## src/rtl/seg7_pkg.sv

```systemverilog
// rtl/seg7_pkg.sv - segment encodings and digit type for the 7-segment scan driver
// Contents: digit_t (4-bit BCD digit), seg_t ({g,f,e,d,c,b,a}), SEG_0..SEG_9, SEG_DASH, SEG_BLANK.
package seg7_pkg;

  typedef logic [3:0] digit_t;
  typedef logic [6:0] seg_t;

  localparam seg_t SEG_0     = 7'b0111111;
  localparam seg_t SEG_1     = 7'b0000110;
  localparam seg_t SEG_2     = 7'b1011011;
  localparam seg_t SEG_3     = 7'b1001111;
  localparam seg_t SEG_4     = 7'b1100110;
  localparam seg_t SEG_5     = 7'b1101101;
  localparam seg_t SEG_6     = 7'b1111101;
  localparam seg_t SEG_7     = 7'b0000111;
  localparam seg_t SEG_8     = 7'b1111111;
  localparam seg_t SEG_9     = 7'b1101111;
  localparam seg_t SEG_DASH  = 7'b1000000;
  localparam seg_t SEG_BLANK = 7'b0000000;

endpackage

```

## src/rtl/seg7_encode.sv

```systemverilog
// rtl/seg7_encode.sv - combinational BCD digit to 7-segment encoder
// Ports: digit (in, 4) BCD code; seg (out, 7) active-high {g,f,e,d,c,b,a}; codes 10..15 give a dash.
module seg7_encode
  import seg7_pkg::*;
(
  input  logic [3:0] digit,
  output logic [6:0] seg
);

  always_comb begin
    case (digit_t'(digit))
      4'd0:    seg = SEG_0;
      4'd1:    seg = SEG_1;
      4'd2:    seg = SEG_2;
      4'd3:    seg = SEG_3;
      4'd4:    seg = SEG_4;
      4'd5:    seg = SEG_5;
      4'd6:    seg = SEG_6;
      4'd7:    seg = SEG_7;
      4'd8:    seg = SEG_8;
      4'd9:    seg = SEG_9;
      default: seg = SEG_DASH;
    endcase
  end

endmodule

```

## src/rtl/seg7_scan_driver.sv

```systemverilog
// rtl/seg7_scan_driver.sv - multiplexed 7-segment scan driver with frame-synchronous display update
// Ports: clk, rst_n (async active-low); load + bcd_in (4*NUM_DIGITS) request an update;
//        blank_lz enables leading-zero blanking; ready high when no update pending;
//        seg (7) {g,f,e,d,c,b,a} and an (NUM_DIGITS, one-hot) registered outputs.
// Option: define SEG7_DP_EN to add dp_in (NUM_DIGITS) and dp (1) decimal-point handling.
module seg7_scan_driver
  import seg7_pkg::*;
#(
  parameter int NUM_DIGITS     = 4,
  parameter int PRESCALE       = 1000,
  parameter int SEG_ACTIVE_LOW = 0
) (
  input  logic                    clk,
  input  logic                    rst_n,
  input  logic                    load,
  input  logic [4*NUM_DIGITS-1:0] bcd_in,
  input  logic                    blank_lz,
`ifdef SEG7_DP_EN
  input  logic [NUM_DIGITS-1:0]   dp_in,
  output logic                    dp,
`endif
  output logic                    ready,
  output logic [6:0]              seg,
  output logic [NUM_DIGITS-1:0]   an
);

  localparam int   CNT_W = $clog2(PRESCALE);
  localparam int   IDX_W = (NUM_DIGITS > 1) ? $clog2(NUM_DIGITS) : 1;
  localparam logic INV   = (SEG_ACTIVE_LOW != 0);

  logic [CNT_W-1:0]        cnt_q, cnt_d;
  logic [IDX_W-1:0]        idx_q, idx_d;
  logic [4*NUM_DIGITS-1:0] disp_q, disp_d;
  logic [4*NUM_DIGITS-1:0] shadow_q, shadow_d;
  logic                    pending_q, pending_d;
  logic [6:0]              seg_q, seg_d;
  logic [NUM_DIGITS-1:0]   an_q, an_d;

  logic                    tick;
  logic                    frame_end;
  logic [NUM_DIGITS-1:0]   lz;
  logic                    lz_run;
  digit_t                  sel_digit;
  logic                    sel_lz;
  logic [6:0]              enc_seg;

`ifdef SEG7_DP_EN
  logic [NUM_DIGITS-1:0]   dp_disp_q, dp_disp_d;
  logic [NUM_DIGITS-1:0]   dp_shadow_q, dp_shadow_d;
  logic                    dp_q, dp_d;
  logic                    sel_dp;
`endif

  assign tick      = (cnt_q == CNT_W'(PRESCALE - 1));
  assign frame_end = tick && (idx_q == IDX_W'(NUM_DIGITS - 1));

  // Prescaler and digit index.
  always_comb begin
    cnt_d = tick ? '0 : cnt_q + 1'b1;
    idx_d = idx_q;
    if (tick) begin
      idx_d = (idx_q == IDX_W'(NUM_DIGITS - 1)) ? '0 : idx_q + 1'b1;
    end
  end

  // Updates land only on the frame boundary so a frame never mixes values.
  // A load on the boundary itself bypasses the shadow entirely.
  always_comb begin
    disp_d    = disp_q;
    shadow_d  = shadow_q;
    pending_d = pending_q;
`ifdef SEG7_DP_EN
    dp_disp_d   = dp_disp_q;
    dp_shadow_d = dp_shadow_q;
`endif
    if (frame_end) begin
      if (load) begin
        disp_d = bcd_in;
`ifdef SEG7_DP_EN
        dp_disp_d = dp_in;
`endif
      end else if (pending_q) begin
        disp_d = shadow_q;
`ifdef SEG7_DP_EN
        dp_disp_d = dp_shadow_q;
`endif
      end
      pending_d = 1'b0;
    end else if (load) begin
      shadow_d  = bcd_in;
      pending_d = 1'b1;
`ifdef SEG7_DP_EN
      dp_shadow_d = dp_in;
`endif
    end
  end

  // Leading-zero mask: a digit is blankable if it and every higher digit
  // is zero. Digit 0 always shows so a zero value still reads "0".
  always_comb begin
    lz     = '0;
    lz_run = 1'b1;
    for (int i = NUM_DIGITS - 1; i >= 0; i--) begin
      lz_run = lz_run && (disp_q[i*4 +: 4] == 4'd0);
      lz[i]  = lz_run && (i != 0);
    end
  end

  // Select the digit under the current index.
  always_comb begin
    sel_digit = '0;
    sel_lz    = 1'b0;
`ifdef SEG7_DP_EN
    sel_dp    = 1'b0;
`endif
    for (int i = 0; i < NUM_DIGITS; i++) begin
      if (idx_q == IDX_W'(i)) begin
        sel_digit = disp_q[i*4 +: 4];
        sel_lz    = lz[i];
`ifdef SEG7_DP_EN
        sel_dp    = dp_disp_q[i];
`endif
      end
    end
  end

  seg7_encode u_encode (
    .digit (sel_digit),
    .seg   (enc_seg)
  );

  always_comb begin
    seg_d = (blank_lz && sel_lz) ? SEG_BLANK : enc_seg;
    an_d  = '0;
    for (int i = 0; i < NUM_DIGITS; i++) begin
      an_d[i] = (idx_q == IDX_W'(i));
    end
`ifdef SEG7_DP_EN
    // Decimal point is independent of blanking.
    dp_d = sel_dp;
`endif
  end

  always_ff @(posedge clk or negedge rst_n) begin
    if (!rst_n) begin
      cnt_q     <= '0;
      idx_q     <= '0;
      disp_q    <= '0;
      shadow_q  <= '0;
      pending_q <= 1'b0;
      seg_q     <= '0;
      an_q      <= '0;
`ifdef SEG7_DP_EN
      dp_disp_q   <= '0;
      dp_shadow_q <= '0;
      dp_q        <= 1'b0;
`endif
    end else begin
      cnt_q     <= cnt_d;
      idx_q     <= idx_d;
      disp_q    <= disp_d;
      shadow_q  <= shadow_d;
      pending_q <= pending_d;
      seg_q     <= seg_d;
      an_q      <= an_d;
`ifdef SEG7_DP_EN
      dp_disp_q   <= dp_disp_d;
      dp_shadow_q <= dp_shadow_d;
      dp_q        <= dp_d;
`endif
    end
  end

  assign ready = ~pending_q;
  assign seg   = INV ? ~seg_q : seg_q;
  assign an    = INV ? ~an_q : an_q;
`ifdef SEG7_DP_EN
  assign dp    = INV ? ~dp_q : dp_q;
`endif

endmodule
```

## config.mk

```make
export PLATFORM = sky130hd
export DESIGN_NAME = seg7_scan_driver
export DESIGN_NICKNAME = d
export VERILOG_FILES = /design/src/rtl/seg7_pkg.sv /design/src/rtl/seg7_encode.sv /design/src/rtl/seg7_scan_driver.sv
export SDC_FILE = /design/constraint.sdc
export NUM_CORES = 1
export LEC_CHECK = 0
export CAP_MARGIN = 0
export CORE_UTILIZATION = 48
export DETAILED_ROUTE_END_ITERATION = 6
export GPL_ROUTABILITY_DRIVEN = 0
export PLACE_DENSITY_LB_ADDON = 0.12
export SYNTH_ARGS = -nofsm -noshare
export SYNTH_HDL_FRONTEND = slang
export SYNTH_SLANG_ARGS = --single-unit
```

## constraint.sdc

```tcl
create_clock -name clk -period 2.01 [get_ports clk]
set_clock_uncertainty 0.15 [all_clocks]
set_input_delay 0.201 -clock clk [delete_from_list [all_inputs] [get_ports clk]]
set_output_delay 0.201 -clock clk [all_outputs]
set_load 0.02 [all_outputs]
```

* Word-level counts from Yosys, hierarchy flattened *
Memory sizes are Yosys's and may differ from the RTL's.
Cells that the tools add are included.

cells by class
  div/mod/pow operators = 0
  add/sub/neg operators = 2
  shift operators = 0
  equality and inequality tests = 4
  bitwise gates (word level) = 2
  magnitude comparators = 0
  multipliers = 0
  reduce and logical (&&, ||, !) cells = 12
  muxes and demuxes = 14

operators with widths
  cell                                                 count
  2-to-1 mux 16 bit                                    2
  2-to-1 mux 4 bit                                     4
  logical NOT 4 bit                                    3
  adder 10 x 1 -> 10 bit, second input constant        1
  equality test 10 bit, second input constant          1
  2-to-1 mux 10 bit                                    1
  2-to-1 mux 7 bit                                     1
  2-to-1 mux 1 bit                                     5
  equality test 2 bit, second input constant           2
  logical AND 1 bit                                    4
  AND reduction 2 bit                                  2
  nonzero test 2 bit                                   2
  adder 2 x 1 -> 2 bit, second input constant          1
  equality test 2 x 1 -> 1 bit, second input constant  1
  logical NOT 2 bit                                    1
  2-to-1 mux 2 bit                                     1
  inverter 1 bit                                       2

storage, ports and cells
  output and inout bits = 12
  latch bits = 0
  input bits = 20
  memories kept = 1
  flip-flop bits (word level) = 56
  bits in writable memories = 0
  logic and storage cells = 42
  memory bits (read-only) = 112

memories
  name              words  bits a word  read ports  clocked after Yosys merged registers in  wr ports  line               text
  (name not given)  16     7            1           0                                        0         seg7_encode.sv:11  case (digit_t'(digit))

* Longest topological paths before layout *
  depth after elaboration = 8
  depth in mapped cells = 10
  gate-level depth less buffers = 9

* Cells and area by module *
From an unflattened synthesis, not the netlist that was laid out.

unflattened totals
  cell total of the unflattened synthesis = 227
  area, all modules = 2805.2 um2

by module, submodules not included
  module            area each (um2)  cells an instance  instances  sequential area each (um2)
  seg7_scan_driver  2577.5           198                1          1401.3
  seg7_encode       227.7            29                 1          0.0

* Worst setup path before layout *
No wires, ideal clock.

  path type = register to register
  from = register idx_q[1]
  to = register seg_q[4] (netlist: seg[4])
  path buffers = 1
  period minus slack after synthesis = 2.132 ns
  stages on the path, launching flop included = 10
  setup slack = -0.122 ns
  required time = 1.739 ns
  setup time = 0.121 ns
  arrival time = 1.861 ns
  cell sequence = dfrtp_1 -> inv_1 -> ha_1 -> buf_2 -> o211ai_1 -> o221a_2 -> inv_1 -> ha_1 -> mux2_2 -> a22o_1

between the ends
  elaborated cells on any way between the ends = 14
  those cells by class = eq/ne (3); mux (8); reduce/logical (2); memory (1)

RTL lines
  what                                                                       line                     text
  start, declared                                                            seg7_scan_driver.sv:32   logic [IDX_W-1:0] idx_q, idx_d;
  start signal, assigned                                                     seg7_scan_driver.sv:160  idx_q <= idx_d;
  equality test 2 x 1 -> 1 bit (*)                                           -
  named net an_d[1]                                                          seg7_scan_driver.sv:37   logic [NUM_DIGITS-1:0] an_q, an_d;
  2-to-1 mux 4 bit / 2-to-1 mux 1 bit (equally long branches) (3 in series)  seg7_scan_driver.sv:117  if (idx_q == IDX_W'(i)) begin
  memory read (16 x 7 bit) / logical AND 1 bit (equally long branches)       -
  2-to-1 mux 7 bit (*)                                                       seg7_scan_driver.sv:133  seg_d = (blank_lz && sel_lz) ? SEG_BLANK : enc_seg;
  named net seg_d[4]                                                         seg7_scan_driver.sv:36   logic [6:0] seg_q, seg_d;
  end signal, assigned                                                       seg7_scan_driver.sv:164  seg_q <= seg_d;
  end, declared                                                              seg7_scan_driver.sv:36

The timed path passes the listed nets; every way through them passes the cells marked *.
A chain may end at the register's enable or synchronous reset.

* Worst setup path in the final report *
  from = register idx_q[0]
  to = register seg_q[1] (netlist: seg[1])

between the ends
  elaborated cells on any way between the ends = 14
  those cells by class = eq/ne (3); mux (8); reduce/logical (2); memory (1)

RTL lines
  what                                                                  line
  equality test 2 bit (*)                                               -
  named net an_d[3]                                                     seg7_scan_driver.sv:37
  2-to-1 mux 4 bit / 2-to-1 mux 1 bit (equally long branches)           seg7_scan_driver.sv:117
  memory read (16 x 7 bit) / logical AND 1 bit (equally long branches)  -
  2-to-1 mux 7 bit (*)                                                  seg7_scan_driver.sv:133
  named net seg_d[1]                                                    seg7_scan_driver.sv:36

Marked as above.

==> results.json <==
{
  "design.die.area_um2": 5870,
  "cts_inserted_buffers": 5,
  "antenna_violating_nets_post_route": 0,
  "worst_path_largest_cell_delay_ns": 0.46,
  "routed_vias": 1951,
  "arrival_ns": 2.28,
  "post-route-min-period_ns": 2.24,
  "dp_hpwl_um": 3500,
  "synth.net_count": 258,
  "worstHoldPathType": "primary input to async pin",
  "crit_reg_reg_startpoint": "idx_q[0]$_DFFE_PN0N_",
  "port_buffers": 31,
  "class_of_the_most_critical_setup_path": "flop to flop",
  "number_of_enable_type_register_cells_in_the_synthesized_netlist": 0,
  "pwr_density_cell_nw_per_um2": 551,
  "violations_in_the_final_reports": "negative setup slack",
  "area_growth_syn_to_layout_pct": 44.4,
  "htree_num_levels": 2,
  "power.clock.fraction": 0.373,
  "detail_route.wl_per_cell_um": 15.8,
  "ys_seq_area_frac": 0.525,
  "synth-main-ff-cell": "sky130_fd_sc_hd__dfrtp_1",
  "internal_power_mw": 1.69,
  "fillCellCount": 344,
  "crit_chain": "buf_4 > ha_4 > inv_2 > o211ai_1 > buf_4 > ha_4 > o21bai_1 > a21oi_1",
  "pin_count": 32,
  "met2_wl_um": 3090,
  "startpoint_kind_of_the_worst_setup_timing_path": "flop",
  "timing.critical_path.to_type": "flop",
  "cts_max_path_buffers": 2,
  "total_power_mw": 2.13,
  "power.sequential.fraction": 0.552,
  "worstPathRequired_ns": 2.05,
  "synth_common_cells": "sky130_fd_sc_hd__dfrtp_1 (56), sky130_fd_sc_hd__nor2_1 (26), sky130_fd_sc_hd__mux2_2 (18), sky130_fd_sc_hd__mux2i_1 (17), sky130_fd_sc_hd__nand2_1 (13)",
  "setup_viol": 23,
  "remaining_drc_errors": 0,
  "asyncSetResetFlopFracSynth": 1.00,
  "totalWireLength_um": 5910,
  "synth_top_cell_area_share": 0.525,
  "fmax_mhz": 447,
  "drt-initial-drc-count": 94,
  "synthesis.yosys.warnings": 0,
  "switching_power_mw": 0.438,
  "power_leakage_nw": 1.65,
  "finalNetCount": 333,
  "grt_remaining_overflow": 0,
  "post_synth_main_area_contributors": "sky130_fd_sc_hd__dfrtp_1 (52%), sky130_fd_sc_hd__mux2_2 (7.6%), sky130_fd_sc_hd__mux2i_1 (6.4%)",
  "most_repeated_cell_in_the_gate_level_netlist_after_synthesis": "sky130_fd_sc_hd__dfrtp_1",
  "topRoutingLayerUsed": "met4",
  "insertedDiodeCount": 0,
  "synth_area_per_cell_um2": 11.7,
  "synth_cell_type_count": 38,
  "detail_route_met3_wl_um": 172,
  "antenna_found_initial": 0,
  "cap_violations": 0,
  "cts.root.buffer_cell": "sky130_fd_sc_hd__clkbuf_8",
  "die_h_um": 76.6,
  "worst_pin_slew_ns": 0.521,
  "cts_sinks": 56,
  "clock_insertion_delay_worst_skew_ns": 0.31,
  "die_w_um": 76.6,
  "share_comb_of_total_power": 0.075,
  "placed_cell_count": 351,
  "track_usage": 0.196,
  "timing.final.ws_setup_ns": -0.225,
  "drv_slew": 0,
  "yosys_register_bits": 56,
  "std_cell_rows": 26,
  "initial_utilization": 0.510,
  "yosys.area.top_type": "sky130_fd_sc_hd__dfrtp_1",
  "critical_path_buf_inv_count": 3,
  "outcome": "finished, violations left",
  "reg2reg_slack_ns": -0.23,
  "area_of_the_core_um2": 5240,
  "detail_route.vias_per_cell": 5.22,
  "grt_setup_unrepaired": "true",
  "via_count_of_the_first_global_routing_pass": 1856,
  "syn-cell-area_um2": 2670,
  "grt_pass1_wl_um": 8960,
  "tritoncts_clock_tree": "yes",
  "layoutNonFillerInstCount": 374,
  "hold_violations": 0,
  "period_share": 1.11,
  "critPathSlowestCell": "sky130_fd_sc_hd__o211ai_1",
  "critical-path-top-delay-family": "compound AO/OA/AOI/OAI gates",
  "p_sw_frac": 0.206,
  "reg2regPathDepth": 8,
  "power.ir.vdd_worst_mv": 0.358,
  "layout-drive-gt1-share": 0.434,
  "synthesized_netlist_cell_count": 228,
  "timing.max_slew.rel_slack": 0.651,
  "wirelength_met1_um": 2560,
  "r2r_end": "seg[1]$_DFF_PN0_",
  "first_pass_detailed_route_iteration_total": 4,
  "critical_path_peak_fanout": 6,
  "grt_start_max_net_pins": 37,
  "worst_setup_hold_path_clk_slew_ns": 0.10
}
## area by class of cell
type	instances	area (µm²)	area share
Clock buffer	7	96.3	0.0250
Clock inverter	1	30.0	0.00778
Inverter	7	28.8	0.00746
Multi-Input combinational cell	157	1480	0.384
Sequential cell	56	1400	0.363
Tap cell	70	87.6	0.0227
Timing Repair Buffer	76	731	0.189
## kinds of logic (layout without fill, tap and decap cells)
kind of cell	after synthesis	in the layout	share of synthesized area
fa+ha+maj	10	10	0.0468
flops	56	56	0.525
buf+inv	15	91	0.0304
xor+xnor	6	6	0.0197
simple gates	61	61	0.117
compound gates	45	45	0.122
mux	35	35	0.140
## flip-flops by register name, indices dropped and copies added, names as in the netlist
signal,flops
pending_q,1
seg,7
an,4
idx_q,2
disp_q,16
shadow_q,16
cnt_q,10
## worst max path at each step
stage | startpoint | end | cells past startpoint
finish | idx_q[0]$_DFFE_PN0N_ | seg[1]$_DFF_PN0_ | 8
global route | idx_q[0]$_DFFE_PN0N_ | seg[3]$_DFF_PN0_ | 8
CTS | idx_q[0]$_DFFE_PN0N_ | seg[4]$_DFF_PN0_ | 9
detailed placement | cnt_q[0]$_DFF_PN0_ | shadow_q[5]$_DFFE_PN0P_ | 5
global placement | idx_q[1]$_DFFE_PN0N_ | seg[4]$_DFF_PN0_ | 8
floorplan | idx_q[0]$_DFFE_PN0N_ | seg[4]$_DFF_PN0_ | 9
## timing repair
action | in CTS | in global routing
hold buffers | 1 | 0
endpoints found under the hold margin | 20 | 0
pin swaps | 10 | 13
endpoints found under the setup margin | 24 | 39
buffers inserted | 6 | 6
resized for setup | 14 | 50
cloned | 0 | 3
## power by group through the flow
stage | logic (mW) | clock network [mW] | registers (mW)
after CTS | 0.156 | 0.817 | 1.17
after global placement | 0.149 | 0 | 1.19
final | 0.159 | 0.793 | 1.17
after detailed placement | 0.153 | 0 | 1.19
after floorplan | 0.0775 | 0 | 1.19
after global routing | 0.175 | 0.856 | 1.18
## metal layers
metal,vias to the layer above,track usage
met2,42,0.315
li1,951,-
met5,-,0
met3,11,0.0407
met1,947,0.260
met4,0,0.0731
## stage by stage
step           setup TNS (ns)  cell area, µm²  utilization  hold WS [ns]  setup slack [ns]
5_1_grt                 -4.90            3860        0.737         0.267            -0.345
6_report                -3.11            3860        0.737         0.222            -0.225
3_5_place_dp            -2.76            3280        0.626        0.0459            -0.150
4_1_cts                -0.583            3550        0.678         0.240            -0.136
2_1_floorplan         -0.0354            2700            -        -0.245           -0.0354
3_3_place_gp            -2.21            3280        0.626        0.0346            -0.120
## layout by cell type, fill, tap and decap left out, types with 4 or more instances in the layout
master / n
sky130_fd_sc_hd__nand2_1: 12
sky130_fd_sc_hd__a21oi_1: 5
sky130_fd_sc_hd__mux2i_1: 16
sky130_fd_sc_hd__clkdlybuf4s50_1: 30
sky130_fd_sc_hd__clkbuf_8: 7
sky130_fd_sc_hd__dfrtp_1: 55
sky130_fd_sc_hd__nor2_1: 10
sky130_fd_sc_hd__ha_4: 7
sky130_fd_sc_hd__o211ai_1: 6
sky130_fd_sc_hd__mux2_2: 17
sky130_fd_sc_hd__a21oi_2: 17
sky130_fd_sc_hd__nor2_4: 15
sky130_fd_sc_hd__o21ai_0: 4
sky130_fd_sc_hd__buf_6: 4
sky130_fd_sc_hd__nand3_1: 8
sky130_fd_sc_hd__buf_4: 34
No activity file was read; power rests on OpenSTA's default activity.
